$ cat config.mk
export PLATFORM = sky130hd
export DESIGN_NAME = roi_color_classifier
export DESIGN_NICKNAME = d
export VERILOG_FILES = /design/src/rtl/color_detect_pkg.sv /design/src/rtl/pixel_color_classifier.sv /design/src/rtl/roi_color_classifier.sv
export SDC_FILE = /design/constraint.sdc
export NUM_CORES = 1
export LEC_CHECK = 0
export CORE_MARGIN = 2
export CORE_UTILIZATION = 25
export DETAILED_ROUTE_END_ITERATION = 10
export SLEW_MARGIN = 20
export SYNTH_ARGS = -nofsm -noshare
export SYNTH_HDL_FRONTEND = slang
export SYNTH_SLANG_ARGS = --single-unit
$ cat constraint.sdc
create_clock -name clk -period 3.9 [get_ports clk]
set_input_delay 0.78 -clock clk [delete_from_list [all_inputs] [get_ports clk]]
set_output_delay 0.78 -clock clk [all_outputs]
set_load 0.1 [all_outputs]
$ cat src/rtl/color_detect_pkg.sv
// Shared types for the ROI colour detector: overlay colour code, per-frame
// class, committed-state encoding and the pixel counter width.
package color_detect_pkg;

   localparam int CNT_W = 17;

   typedef logic [CNT_W-1:0] cnt_t;

   // Encoding is fixed by the overlay consumer.
   typedef enum logic [1:0] {
      C_NONE  = 2'b00,
      C_RED   = 2'b01,
      C_GREEN = 2'b10,
      C_BLUE  = 2'b11
   } color_t;

   // Low two bits of the colour classes line up with color_t.
   typedef enum logic [2:0] {
      FC_NONE  = 3'd0,
      FC_RED   = 3'd1,
      FC_GREEN = 3'd2,
      FC_BLUE  = 3'd3,
      FC_WHITE = 3'd4
   } frame_class_t;

   typedef enum logic [1:0] {
      S_WHITE  = 2'd0,
      S_SEARCH = 2'd1,
      S_LOCKED = 2'd2
   } state_t;

   function automatic cnt_t sat_inc(input cnt_t c, input logic en);
      return (en && (c != '1)) ? c + cnt_t'(1) : c;
   endfunction

endpackage

$ cat src/rtl/pixel_color_classifier.sv
// Combinational per-pixel classifier producing a one-hot {white, red, green, blue}.
// White takes priority; a colour needs its channel above both others by more than the margin.
module pixel_color_classifier
   import color_detect_pkg::*;
(
   input  logic [3:0] pixel_r,
   input  logic [3:0] pixel_g,
   input  logic [3:0] pixel_b,
   input  logic [3:0] color_margin,
   input  logic [3:0] white_min,
   output logic [3:0] pixel_hot
);

   logic [4:0] r5, g5, b5, m5;
   logic       is_white, is_red, is_green, is_blue;

   assign r5 = {1'b0, pixel_r};
   assign g5 = {1'b0, pixel_g};
   assign b5 = {1'b0, pixel_b};
   assign m5 = {1'b0, color_margin};

   assign is_white = (pixel_r >= white_min) && (pixel_g >= white_min) && (pixel_b >= white_min);
   assign is_red   = (r5 > g5 + m5) && (r5 > b5 + m5);
   assign is_green = (g5 > r5 + m5) && (g5 > b5 + m5);
   assign is_blue  = (b5 > r5 + m5) && (b5 > g5 + m5);

   // At most one colour can win the strict margin test, so masking by white keeps one-hot.
   assign pixel_hot = {is_white,
                       is_red   && !is_white,
                       is_green && !is_white,
                       is_blue  && !is_white};

endmodule

$ cat src/rtl/roi_color_classifier.sv
// Counts classified ROI pixels per frame, picks a frame class at each frame_start,
// debounces it across frames and drives the committed colour/white outputs.
module roi_color_classifier
   import color_detect_pkg::*;
#(
   parameter logic [9:0]       ROI_X_START   = 10'd100,
   parameter logic [9:0]       ROI_X_END     = 10'd220,
   parameter logic [9:0]       ROI_Y_START   = 10'd60,
   parameter logic [9:0]       ROI_Y_END     = 10'd180,
   parameter logic [3:0]       COLOR_MARGIN  = 4'd3,
   parameter logic [3:0]       WHITE_MIN     = 4'd12,
   parameter logic [CNT_W-1:0] MIN_PIXELS    = 17'd2000,
   parameter logic [CNT_W-1:0] WHITE_PIXELS  = 17'd10000,
   parameter logic [3:0]       STABLE_FRAMES = 4'd3
) (
   input  logic       clk,
   input  logic       reset,
   input  logic       frame_start,
   input  logic       pixel_valid,
   input  logic [9:0] x_coord,
   input  logic [9:0] y_coord,
   input  logic [3:0] pixel_r,
   input  logic [3:0] pixel_g,
   input  logic [3:0] pixel_b,
   output logic [1:0] dominant_color,
   output logic       white_detected,
   output logic       color_changed,
   output logic       turn_end
);

   // Counter index: 3 white, 2 red, 1 green, 0 blue (matches pixel_hot bit order).
   logic [3:0]   pixel_hot;
   logic         in_roi;
   logic [3:0]   inc;
   cnt_t         cnt [4];

   frame_class_t frame_class;
   frame_class_t class_q;
   logic         class_v;
   logic         primed;

   frame_class_t cand, cand_nxt;
   logic [3:0]   run, run_nxt;
   logic         commit;

   state_t       state, state_nxt;
   color_t       dom_q, dom_nxt;
   logic         white_q, white_nxt;
   logic         changed_q, changed_nxt;
   logic         turn_q, turn_nxt;

   pixel_color_classifier u_classify (
      .pixel_r      (pixel_r),
      .pixel_g      (pixel_g),
      .pixel_b      (pixel_b),
      .color_margin (COLOR_MARGIN),
      .white_min    (WHITE_MIN),
      .pixel_hot    (pixel_hot)
   );

   assign in_roi = (x_coord >= ROI_X_START) && (x_coord < ROI_X_END) &&
                   (y_coord >= ROI_Y_START) && (y_coord < ROI_Y_END);
   assign inc    = (pixel_valid && in_roi) ? pixel_hot : 4'b0000;

   // A pixel arriving with frame_start belongs to the new frame.
   always_ff @(posedge clk or posedge reset) begin
      if (reset) begin
         for (int k = 0; k < 4; k++) cnt[k] <= '0;
      end else begin
         for (int k = 0; k < 4; k++) begin
            if (frame_start) cnt[k] <= cnt_t'(inc[k]);
            else             cnt[k] <= sat_inc(cnt[k], inc[k]);
         end
      end
   end

   // Frame class from the closing counts; ties resolve red > green > blue.
   always_comb begin
      frame_class = FC_NONE;
      if (cnt[3] >= WHITE_PIXELS) begin
         frame_class = FC_WHITE;
      end else if ((cnt[2] >= cnt[1]) && (cnt[2] >= cnt[0])) begin
         if (cnt[2] >= MIN_PIXELS) frame_class = FC_RED;
      end else if (cnt[1] >= cnt[0]) begin
         if (cnt[1] >= MIN_PIXELS) frame_class = FC_GREEN;
      end else begin
         if (cnt[0] >= MIN_PIXELS) frame_class = FC_BLUE;
      end
   end

   // The frame closed by the first frame_start after reset is partial and never evaluated.
   always_ff @(posedge clk or posedge reset) begin
      if (reset) begin
         primed  <= 1'b0;
         class_v <= 1'b0;
         class_q <= FC_NONE;
      end else begin
         class_v <= frame_start && primed;
         if (frame_start) begin
            primed  <= 1'b1;
            class_q <= frame_class;
         end
      end
   end

   always_comb begin
      cand_nxt = cand;
      run_nxt  = run;
      commit   = 1'b0;
      if (class_v) begin
         if (class_q == cand) begin
            if (run != 4'hF) begin
               run_nxt = run + 4'd1;
               commit  = ((run + 4'd1) == STABLE_FRAMES);
            end
         end else begin
            cand_nxt = class_q;
            run_nxt  = 4'd1;
            commit   = (STABLE_FRAMES == 4'd1);
         end
      end
   end

   always_comb begin
      state_nxt   = state;
      dom_nxt     = dom_q;
      changed_nxt = 1'b0;
      turn_nxt    = 1'b0;
      if (commit) begin
         case (cand_nxt)
            FC_WHITE: begin state_nxt = S_WHITE;  dom_nxt = C_NONE; end
            FC_NONE:  begin state_nxt = S_SEARCH; dom_nxt = C_NONE; end
            default:  begin state_nxt = S_LOCKED; dom_nxt = color_t'(cand_nxt[1:0]); end
         endcase
         changed_nxt = (state_nxt != state) || (dom_nxt != dom_q);
         turn_nxt    = (state == S_LOCKED) && (state_nxt == S_WHITE);
      end
      white_nxt = (state_nxt == S_WHITE);
   end

   always_ff @(posedge clk or posedge reset) begin
      if (reset) begin
         cand      <= FC_WHITE;
         run       <= 4'd0;
         state     <= S_WHITE;
         dom_q     <= C_NONE;
         white_q   <= 1'b1;
         changed_q <= 1'b0;
         turn_q    <= 1'b0;
      end else begin
         cand      <= cand_nxt;
         run       <= run_nxt;
         state     <= state_nxt;
         dom_q     <= dom_nxt;
         white_q   <= white_nxt;
         changed_q <= changed_nxt;
         turn_q    <= turn_nxt;
      end
   end

   assign dominant_color = dom_q;
   assign white_detected = white_q;
   assign color_changed  = changed_q;
   assign turn_end       = turn_q;

endmodule

==> metrics.md, run 1 <==
| Metric | Value |
|---|---|
| Run status | `completed` |
| DP HPWL | `12.2 mm` |
| Largest net degree at the start of global routing | `79` |
| Clk root buf | `clkbuf_16` |
| Top-level I/O count | `41` |
| Vias per cell | `5.07` |
| Crit share post-route | `91.5%` |
| Post-route cell area | `0.00776 mm²` |
| Setup Fix Bufs, Post-CTS | `0` |
| Finished Layout Cells | `1128` |
| Min Clock Period, post-route | `3.57 ns` |
| # nets final | `907` |
| Final slew viol count | `0` |
| Launch point of the worst reg-to-reg path | `cnt[55]$_DFFE_PP0P_` |
| Simple-gate portion of the synthesized area | `between 10% and 20%` |
| Xor and xnor area share after synthesis | `3.61%` |
| Max_cap viols | `0` |
| Global-route wire length before repair | `between 20 and 30 mm` |
| Reg2reg setup slack | `0.79 ns` |
| CP Capture Type | `register` |
| Worst skew pair latency | `0.35 ns` |
| CP arrival | `approximately 3.8 ns` |
| Placed cell count | `1112` |
| Initial DRC Count | `~280` |
| Yosys cell types | `62` |
| Global route overflow | `0` |
| Initial antenna violation count | `0` |
| Power Density | `286 mW/mm²` |
| GRT Overall Usage | `12.0%` |
| Final setup viols | `0` |
| Mux share of post-synthesis cell area | `3.12%` |
| Hold Crit Class | `register to register` |
| DRC Markers | `0` |
| Synthesized area per cell | `8.90 µm²` |
| Ys flop type | `dfrtp_1` |
| Full die area | `0.0275 mm²` |
| Vias in the first global route | `5666` |
| CTS Buffer Depth | `2` |
| VDD IR max | `around 0.00021 V` |
| Worst setup path start | `x_coord[8]` |
| Synthesized Nets | `854` |
| Cell count after synthesis | `735` |
| Final Wtd Congestion | `0.828` |
| Num CTS Buffers | `9` |
| CTS tree | `yes` |
| Worst Max-Slew Pin Slew | `0.967 ns` |
| Highest-count cells in the layout ignoring fill and taps | `dfrtp_1 (85), ha_1 (83), inv_1 (63), nor2_1 (60), a21oi_1 (48)` |
| Routed wire length per instance | `14.3 µm` |
| Die Height | `around 170 µm` |
| CP Launch Type | `input port` |
| Post-CTS Resized | `0` |
| Synth async-reset ratio | `100%` |
| Filler instances | `2733` |
| Drt pass-1 iters | `5` |
| Synth Area in Compound Gates | `between 10% and 20%` |
| Crit Path Max Fanout | `4` |
| Normalized max-slew margin | `35.4%` |
| Most common cell after layout, fill and taps aside | `dfrtp_1` |
| Routed WL | `16.2 mm` |
| Setup total negative slack | `0 ns` |
| Clk sinks | `87` |
| Hold_buf cts | `0` |
| Total number of vias | `approximately 5700` |
| Worst setup endpoint | `cnt[28]$_DFFE_PP0P_` |
| Cell row count | `59` |
| Initial Util | `approximately 25%` |
| Layout cells sized above 1 | `8.83%` |
| FF-to-FF End | `cnt[57]$_DFFE_PP0P_` |
| Largest family of logic cells by synthesized area | `simple AND/OR/NAND/NOR gates` |
| RSZ-0062 raised after global routing | `false` |
| Seq cells post-synth | `87` |
| Setup Skew | `0.00877 ns` |
| Yosys warnings | `0` |
| Fin. Hold Viols | `0` |
| Number of synthesized flops with an enable pin | `0` |
| Post-synthesis adder-cell area fraction | `15.9%` |
| Dpl cell area | `0.00748 mm²` |
| Final ANT Viol Nets | `0` |
| Critical path required time | `4.13 ns` |
| Fmax | `~280 MHz` |
| Worst Setup Path Type | `input port to register` |
| Diode count | `0` |
| Area grow syn2layout | `18.6%` |
| Worst-path clk slew | `about 0.060 ns` |
| Seq/Total Area, Yosys | `33.3%` |
| CTS H-tree depth | `3` |
| Leak pwr | `3.27 nW` |
| PortBufs | `36` |
| Die Wd | `between 150 and 200 µm` |
| Post-Syn Area | `0.00654 mm²` |
| Core Footprint | `between 0.02 and 0.03 mm²` |
| Util after Layout | `29.9%` |
| R2R depth | `11` |
[state kept, by name, summed over array words and instances, names as in the netlist, 2 cells and up]
| name | count |
|---|---|
| dominant_color | 2 |
| run | 4 |
| cand | 3 |
| state | 2 |
| cnt | 68 |
| class_q | 3 |
[worst min-delay path by stage]
stage	end	cells after the start	startpoint
finish	primed$_DFFE_PP0P_	1	primed$_DFFE_PP0P_
global route	primed$_DFFE_PP0P_	1	primed$_DFFE_PP0P_
global placement	primed$_DFFE_PP0P_	1	primed$_DFFE_PP0P_
CTS	primed$_DFFE_PP0P_	1	primed$_DFFE_PP0P_
floorplan	primed$_DFFE_PP0P_	1	primed$_DFFE_PP0P_
detailed placement	primed$_DFFE_PP0P_	1	primed$_DFFE_PP0P_
[area by class of cell]
| type | count | area (µm²) | share of cell area [%] |
|---|---|---|---|
| Timing Repair Buffer | 63 | 596 | 7.67 |
| Clock buffer | 11 | 243 | 3.13 |
| Multi-Input combinational cell | 563 | 4040 | 52.1 |
| Sequential cell | 87 | 2180 | 28.1 |
| Inverter | 64 | 241 | 3.11 |
| Clock inverter | 5 | 41.3 | 0.532 |
| Tap cell | 335 | 419 | 5.40 |
[routing by layer]
metal  up-vias  routed length, µm  global-route usage, %
li1       2841                  -                      -
met1      2745               7620                   15.6
met2       117               7610                   20.4
met3        20                667                   2.26
met4         0                262                   3.14
met5         -                  0                      0
[logic make-up (layout without fill, tap and decap cells)]
family	count (synthesis)	count (layout)
adder cells (fa/ha/maj)	83	83
XOR/XNOR	27	27
multiplexers	19	19
flip-flops	87	87
buffers and inverters	85	143
AO/OA/AOI/OAI	186	186
AND/OR/NAND/NOR	248	248
[Yosys cell counts, types with 6 or more instances]
cell | instances | share of area [%]
clkbuf_1 | 17 | 0.98
mux2_2 | 10 | 1.7
ha_1 | 83 | 16
o211ai_1 | 7 | 0.80
o31ai_1 | 7 | 0.80
inv_1 | 64 | 3.7
nand2_1 | 39 | 2.2
dfrtp_1 | 85 | 33
a21oi_1 | 48 | 3.7
nor3_1 | 14 | 1.1
or3_1 | 9 | 0.86
nor2_1 | 60 | 3.4
o21ai_0 | 32 | 2.4
nor2b_1 | 10 | 0.96
and3_1 | 9 | 0.86
nand4_1 | 25 | 2.4
nand3_1 | 35 | 2.7
and4_1 | 6 | 0.80
a211oi_1 | 11 | 1.3
xnor2_1 | 7 | 0.94
o21a_1 | 12 | 1.4
xor2_1 | 20 | 2.7
mux2i_1 | 8 | 1.2
a21o_1 | 13 | 1.5
a31o_2 | 9 | 1.2
nor4_1 | 18 | 1.7
[worst max-delay path, stage by stage]
cell and delay (ns):
clkdlybuf4s50_1 0.39, or4b_1 0.54, or2_0 0.23, or3_1 0.43, or3_1 0.45, a2111oi_4 0.49, nand4_1 0.17, mux2_1 0.33
[power by group]
group	leakage, nW	switching [mW]	internal, mW
Sequential	1.19	0.0468	0.943
Combinational	1.95	0.243	0.148
Clock	0.132	0.385	0.454
Total	3.27	0.675	1.55
[stage by stage]
stage / setup slack (ns) / total power, mW / hold slack (ns)
after CTS: 0.334 / 2.25 / 0.464
after global placement: 0.0212 / 1.39 / 0.444
after detailed placement: -0.0258 / 1.40 / 0.448
final: 0.331 / 2.22 / 0.464
after global routing: 0.126 / 2.34 / 0.492
after floorplan: 0.418 / 1.27 / 0.430
Note: power is estimated with default switching activity, not from simulation.
==> inputs of run 2 (changes only) <==
- CAP_MARGIN: not set -> 10
- SYNTH_HIERARCHICAL: not set -> 1
==> metrics.md, run 2 <==
| Metric | Value |
|---|---|
| Flip-flop count of the largest register after layout | `68` |
| Diode count | `0` |
| Min Clock Period, post-route | `3.81 ns` |
| Ranking of synthesized cells by area | `dfrtp_1 (30%), ha_1 (18%), xnor2_1 (5.8%), nor2_1 (3.8%), inv_1 (3.3%)` |
| Full die area | `0.0293 mm²` |
| Worst Setup Path Type | `input port to register` |
| Die Height | `171 µm` |
| Yosys warnings | `6` |
| VDD IR max | `around 0.00019 V` |
| Initial antenna violation count | `0` |
| DRC Markers | `0` |
| DP HPWL | `between 10 and 15 mm` |
| Largest net degree at the start of global routing | `a little under 90` |
| CTS Buffer Depth | `2` |
| GRT Overall Usage | `between 10% and 20%` |
| Worst skew pair latency | `0.36 ns` |
| Crit Path Max Fanout | `8` |
| Area grow syn2layout | `26.3%` |
| Filler instances | `2924` |
| Ys flop type | `dfrtp_1` |
| Synth async-reset ratio | `100%` |
| Initial DRC Count | `~320` |
| Synthesized area per cell | `8.98 µm²` |
| Clk sinks | `87` |
| Setup WS post-layout | `around 0.093 ns` |
| Setup total negative slack | `0 ns` |
| Hold Crit Class | `register to register` |
| Routed wire length per instance | `14.1 µm` |
| Global-route wire length before repair | `28.9 mm` |
| CP Launch Type | `input port` |
| Final ANT Viol Nets | `0` |
| Core Footprint | `roughly 0.028 mm²` |
| Most common cell after layout, fill and taps aside | `ha_1` |
| Global route overflow | `0` |
| Final setup viols | `0` |
| Power Density | `266 mW/mm²` |
| Run status | `completed` |
| Total number of vias | `5879` |
| Top-level I/O count | `about 40` |
| CP arrival | `4.02 ns` |
| Util after Layout | `31.9%` |
| Die Wd | `171 µm` |
| Final slew viol count | `0` |
| Hold_buf cts | `0` |
| PortBufs | `36` |
| Regs by FF count | `cnt: 68 flops, run: 4 flops` |
| Hold Path Depth | `1` |
| Vias per cell | `4.72` |
| Leak pwr | `~3.8 nW` |
| Seq cells post-synth | `87` |
| Yosys cell types | `68` |
| CTS H-tree depth | `3` |
| # nets final | `around 1000` |
| Count leader, synth | `ha_1` |
| Fmax | `~260 MHz` |
| RSZ-0062 raised after global routing | `true` |
| Setup Skew | `a little over 0.009 ns` |
| Cell type with the largest total area after synthesis | `dfrtp_1` |
| Crit share post-route | `a little over nine tenths` |
| Worst-path clk slew | `0.07 ns` |
| Initial Util | `roughly 25%` |
| Cell count after synthesis | `778` |
| Dpl ws | `-0.642 ns` |
| Max_cap viols | `0` |
| Seq/Total Area, Yosys | `31.2%` |
| Vias in the first global route | `roughly 5800` |
| Cell row count | `61` |
| Fin. Hold Viols | `0` |
| Post-Syn Area | `between 0.006 and 0.007 mm²` |
| Drt pass-1 iters | `4` |
| Routed WL | `~18 mm` |
| Worst Max-Slew Pin Slew | `0.962 ns` |
| Critical path required time | `4.12 ns` |
| Number of synthesized flops with an enable pin | `0` |
| Final Wtd Congestion | `0.830` |
| CP Capture Type | `register` |
| Largest Register | `cnt` |
| Highest-count cells in the layout ignoring fill and taps | `ha_1 (95), dfrtp_1 (85), nor2_1 (71), inv_1 (58), nand2_1 (49)` |
| Normalized max-slew margin | `between 30% and 40%` |
| Clk root buf | `clkbuf_16` |
| Num CTS Buffers | `9` |
| Tot Pwr | `2.34 mW` |
| Top-area cell type share of the netlist area | `30.5%` |
| CTS tree | `yes` |
| Layout cells sized above 1 | `17.0%` |
| R2R depth | `12` |
| Commonest cells in the netlist | `ha_1 (101), dfrtp_1 (85), nor2_1 (71), inv_1 (62), nand2_1 (49)` |
[run 2: path summary, 6_finish.rpt]
kind | startpoint | endpoint | slack [ns]
worst max register to register | cnt[41]$_DFFE_PP0P_ | cnt[35]$_DFFE_PP0P_ | 0.79
min in group asynchronous | reset | cnt[29]$_DFFE_PP0P_ | 0.85
max in group asynchronous | reset | white_detected$_DFF_PP1_ | 2.68
worst min register to register | primed$_DFFE_PP0P_ | primed$_DFFE_PP0P_ | 0.46
worst max-delay path | pixel_r[0] | cnt[43]$_DFFE_PP0P_ | 0.09
worst min-delay path | primed$_DFFE_PP0P_ | primed$_DFFE_PP0P_ | 0.46
[run 2: cells by family after synthesis]
kind of cell / after synthesis / synth area share [%]
AND/OR/NAND/NOR: 294 / 22.5
AO/OA/AOI/OAI: 137 / 13.5
adder cells (fa/ha/maj): 109 / 19.7
flip-flops: 87 / 31.2
buffers and inverters: 85 / 4.77
XOR/XNOR: 54 / 6.77
multiplexers: 10 / 1.49
other: 2 / 0.108
[run 2: routing by layer]
layer / track usage (%) / vias up / routed length, µm
li1: - / 2949 / -
met3: 3.08 / 21 / 629
met4: 4.02 / 0 / 346
met2: 20.6 / 82 / 8240
met5: 0 / - / 0
met1: 15.9 / 2827 / 8370
[run 2: where the power goes]
| part | switching [mW] | leakage (nW) | internal (mW) | total [mW] |
|---|---|---|---|---|
| combinational | 0.274 | 2.50 | 0.233 | 0.507 |
| clock | 0.417 | 0.143 | 0.451 | 0.868 |
| sequential | 0.0348 | 1.19 | 0.933 | 0.968 |
| total | 0.726 | 3.84 | 1.62 | 2.34 |
[run 2: layout make-up]
| cell class | instances | area (µm²) | area share [%] |
|---|---|---|---|
| clock inverters | 7 | 72.6 | 0.823 |
| flip-flops and latches | 87 | 2180 | 24.7 |
| inverters | 62 | 234 | 2.65 |
| clock buffers | 9 | 225 | 2.55 |
| multi-input cells | 626 | 4960 | 56.2 |
| well taps | 378 | 473 | 5.36 |
| repair buffers | 76 | 676 | 7.66 |
[run 2: through the flow]
| stage | area [µm²] | cells | hold WS, ns |
|---|---|---|---|
| 3_3_place_gp | 8000 | 1215 | 0.443 |
| 5_1_grt | 8820 | 1245 | 0.470 |
| 3_5_place_dp | 8000 | 1215 | 0.445 |
| 4_1_cts | 8580 | 1240 | 0.464 |
| 6_report | 8820 | 1245 | 0.463 |
| 2_1_floorplan | 7060 | 797 | 0.428 |
[run 2: critical path: stages]
cell and delay [ns]:
buf_4 0.12, ha_4 0.16, fa_1 0.53, inv_2 0.06, ha_4 0.27, nor2b_4 0.13, a2bb2oi_2 0.16, maj3_2 0.26
o21ai_2 0.07, a211oi_2 0.27, nor2b_2 0.18, nand4_1 0.23, buf_6 0.27, nor4_4 0.30, xnor2_1 0.16, nor2_1 0.06
[run 2: repair_timing]
action,CTS,global route
pin swaps,12,25
setup buffers,6,5
gates resized for setup,51,49
cloned,3,0
setup endpoints to repair,45,46
==> inputs of run 3 (changes only) <==
- RECOVER_POWER: not set -> 100
==> metrics.md, run 3 (same netlist as run 2, synthesis figures left out) <==
| Metric | Value |
|---|---|
| Flip-flop count of the largest register after layout | `68` |
| CP Launch Type | `input port` |
| Failing checks | `capacitance limit, slew limit` |
| Final setup viols | `0` |
| Seq pwr share | `41.3%` |
| Routed wire length per instance | `approximately 14 µm` |
| # nets final | `1002` |
| Hold Path Depth | `1` |
| R2R depth | `12` |
| Num CTS Buffers | `9` |
| Worst Hold Launch | `primed$_DFFE_PP0P_` |
| Clk root buf | `clkbuf_16` |
| Normalized max-slew margin | `-48.4%` |
| Drt pass-1 iters | `4` |
| Leak pwr | `3.83 nW` |
| Reg2reg setup slack | `0.79 ns` |
| Launch point of the worst reg-to-reg path | `cnt[41]$_DFFE_PP0P_` |
| Global route overflow | `0` |
| Largest Register | `cnt` |
| Hold Path Sink | `primed$_DFFE_PP0P_` |
| Full die area | `0.0293 mm²` |
| Worst Max-Slew Pin Slew | `around 2.2 ns` |
| Fin. Hold Viols | `0` |
| Combinational power share | `21.6%` |
| CTS Buffer Depth | `2` |
| Diode count | `0` |
| RSZ-0062 raised after global routing | `true` |
| Final Wtd Congestion | `0.830` |
| Clock share of power | `37.1%` |
| Initial DRC Count | `roughly 310` |
| Crit Path Max Fanout | `8` |
| Hold Crit Class | `register to register` |
| Total number of vias | `5873` |
| Regs by FF count | `cnt: 68 flops, run: 4 flops` |
| Highest-count cells in the layout ignoring fill and taps | `ha_1 (95), dfrtp_1 (85), nor2_1 (71), inv_1 (58), nand2_1 (49)` |
| Run status | `complete, but fails checks` |
| Worst Setup Path Type | `input port to register` |
| FF-to-FF End | `cnt[35]$_DFFE_PP0P_` |
| Initial Util | `25.3%` |
| Routed WL | `17.6 mm` |
| Min Clock Period, post-route | `3.80 ns` |
| Final ANT Viol Nets | `0` |
| Worst-path clk slew | `~0.07 ns` |
| CTS tree | `yes` |
| NetSw | `0.726 mW` |
| Fmax | `263 MHz` |
| Setup total negative slack | `0 ns` |
| Global-route wire length before repair | `28.9 mm` |
| Vias in the first global route | `~5800` |
| Crit share post-route | `between 90% and 100%` |
| Internal power | `between 1.5 and 2 mW` |
| Critical path required time | `4.12 ns` |
| Die Wd | `about 170 µm` |
| Layout cells sized above 1 | `16.7%` |
| Sw Share | `31.0%` |
| Die Height | `171 µm` |
| DP HPWL | `12.5 mm` |
| CTS H-tree depth | `3` |
| GRT Overall Usage | `12.5%` |
| Filler instances | `2926` |
| CP arrival | `4.02 ns` |
| Hold slack | `0.463 ns` |
| Largest net degree at the start of global routing | `a little under 90` |
| Final slew viol count | `88` |
| Worst skew pair latency | `0.36 ns` |
| DRC Markers | `0` |
| Vias per cell | `~4.7` |
| PortBufs | `36` |
| Clk sinks | `between 80 and 90` |
| Cell row count | `about 60` |
| VDD IR max | `0.000191 V` |
| Setup Skew | `0.00923 ns` |
| Power Density | `266 mW/mm²` |
| Area grow syn2layout | `26.1%` |
| CP Capture Type | `register` |
| Most common cell after layout, fill and taps aside | `ha_1` |
| Core Footprint | `0.0276 mm²` |
| Initial antenna violation count | `0` |
| Max_cap viols | `1` |
| Top-level I/O count | `41` |
## run 3: cell type report
| type | instances | area (µm²) | share of cell area (%) |
|---|---|---|---|
| clock buffer | 9 | 225 | 2.56 |
| timing repair buffer | 76 | 661 | 7.50 |
| clock inverter | 7 | 72.6 | 0.824 |
| multi-input combinational | 626 | 4960 | 56.3 |
| tap | 378 | 473 | 5.37 |
| sequential | 87 | 2180 | 24.7 |
| inverter | 62 | 234 | 2.66 |
## run 3: through the flow
step	util [%]	total power, mW	worst slack (ns)	std cells	area [µm²]
finish	31.9	2.34	0.0952	1245	8810
global route	31.9	2.46	-0.0388	1245	8810
CTS	31.1	2.33	0.00360	1240	8580
detailed placement	29.0	1.41	-0.642	1215	8000
global placement	29.0	1.40	-0.609	1215	8000
floorplan	-	1.28	0.153	797	7060
## run 3: worst max-delay path by stage
stage | from | to | slack (ns) | depth (start not counted)
2_1_floorplan | pixel_g[0] | cnt[27]$_DFFE_PP0P_ | 0.15 | 15
3_3_place_gp | pixel_r[0] | cnt[60]$_DFFE_PP0P_ | -0.61 | 15
3_5_place_dp | pixel_r[0] | cnt[60]$_DFFE_PP0P_ | -0.64 | 15
4_1_cts | pixel_b[0] | cnt[20]$_DFFE_PP0P_ | 0.004 | 15
5_1_grt | pixel_r[0] | cnt[43]$_DFFE_PP0P_ | -0.04 | 16
6_report | pixel_r[0] | cnt[43]$_DFFE_PP0P_ | 0.1 | 16
## run 3: worst max-delay path, cell delays in order
cell       delay [ns]
buf_4            0.12
ha_4             0.16
fa_1             0.53
inv_2            0.06
ha_4             0.27
nor2b_4          0.13
a2bb2oi_2        0.16
maj3_2           0.26
o21ai_2          0.07
a211oi_2         0.27
nor2b_2          0.18
nand4_1          0.23
buf_6            0.27
nor4_4           0.30
xnor2_1          0.16
nor2_1           0.06
## run 3: power by group through the flow
stage / Combinational, mW / Clock (mW) / Sequential [mW]
final: 0.504 / 0.868 / 0.968
after global routing: 0.559 / 0.932 / 0.973
after CTS: 0.467 / 0.899 / 0.967
after detailed placement: 0.429 / 0 / 0.985
after global placement: 0.420 / 0 / 0.983
after floorplan: 0.255 / 0 / 1.02
## run 3: routing by layer
| layer | vias up | global-route usage, % | wire (µm) |
|---|---|---|---|
| met5 | - | 0 | 0 |
| met4 | 0 | 4.02 | 346 |
| met3 | 21 | 3.08 | 641 |
| met2 | 83 | 20.6 | 8250 |
| met1 | 2822 | 15.9 | 8370 |
| li1 | 2947 | - | - |
## run 3: what timing repair did
item | in CTS | in global routing
endpoints found under the setup margin | 45 | 46
resized for setup | 51 | 49
pin swaps | 12 | 25
setup buffers | 6 | 5
gates cloned | 3 | 0
hold buffers | 0 | 0
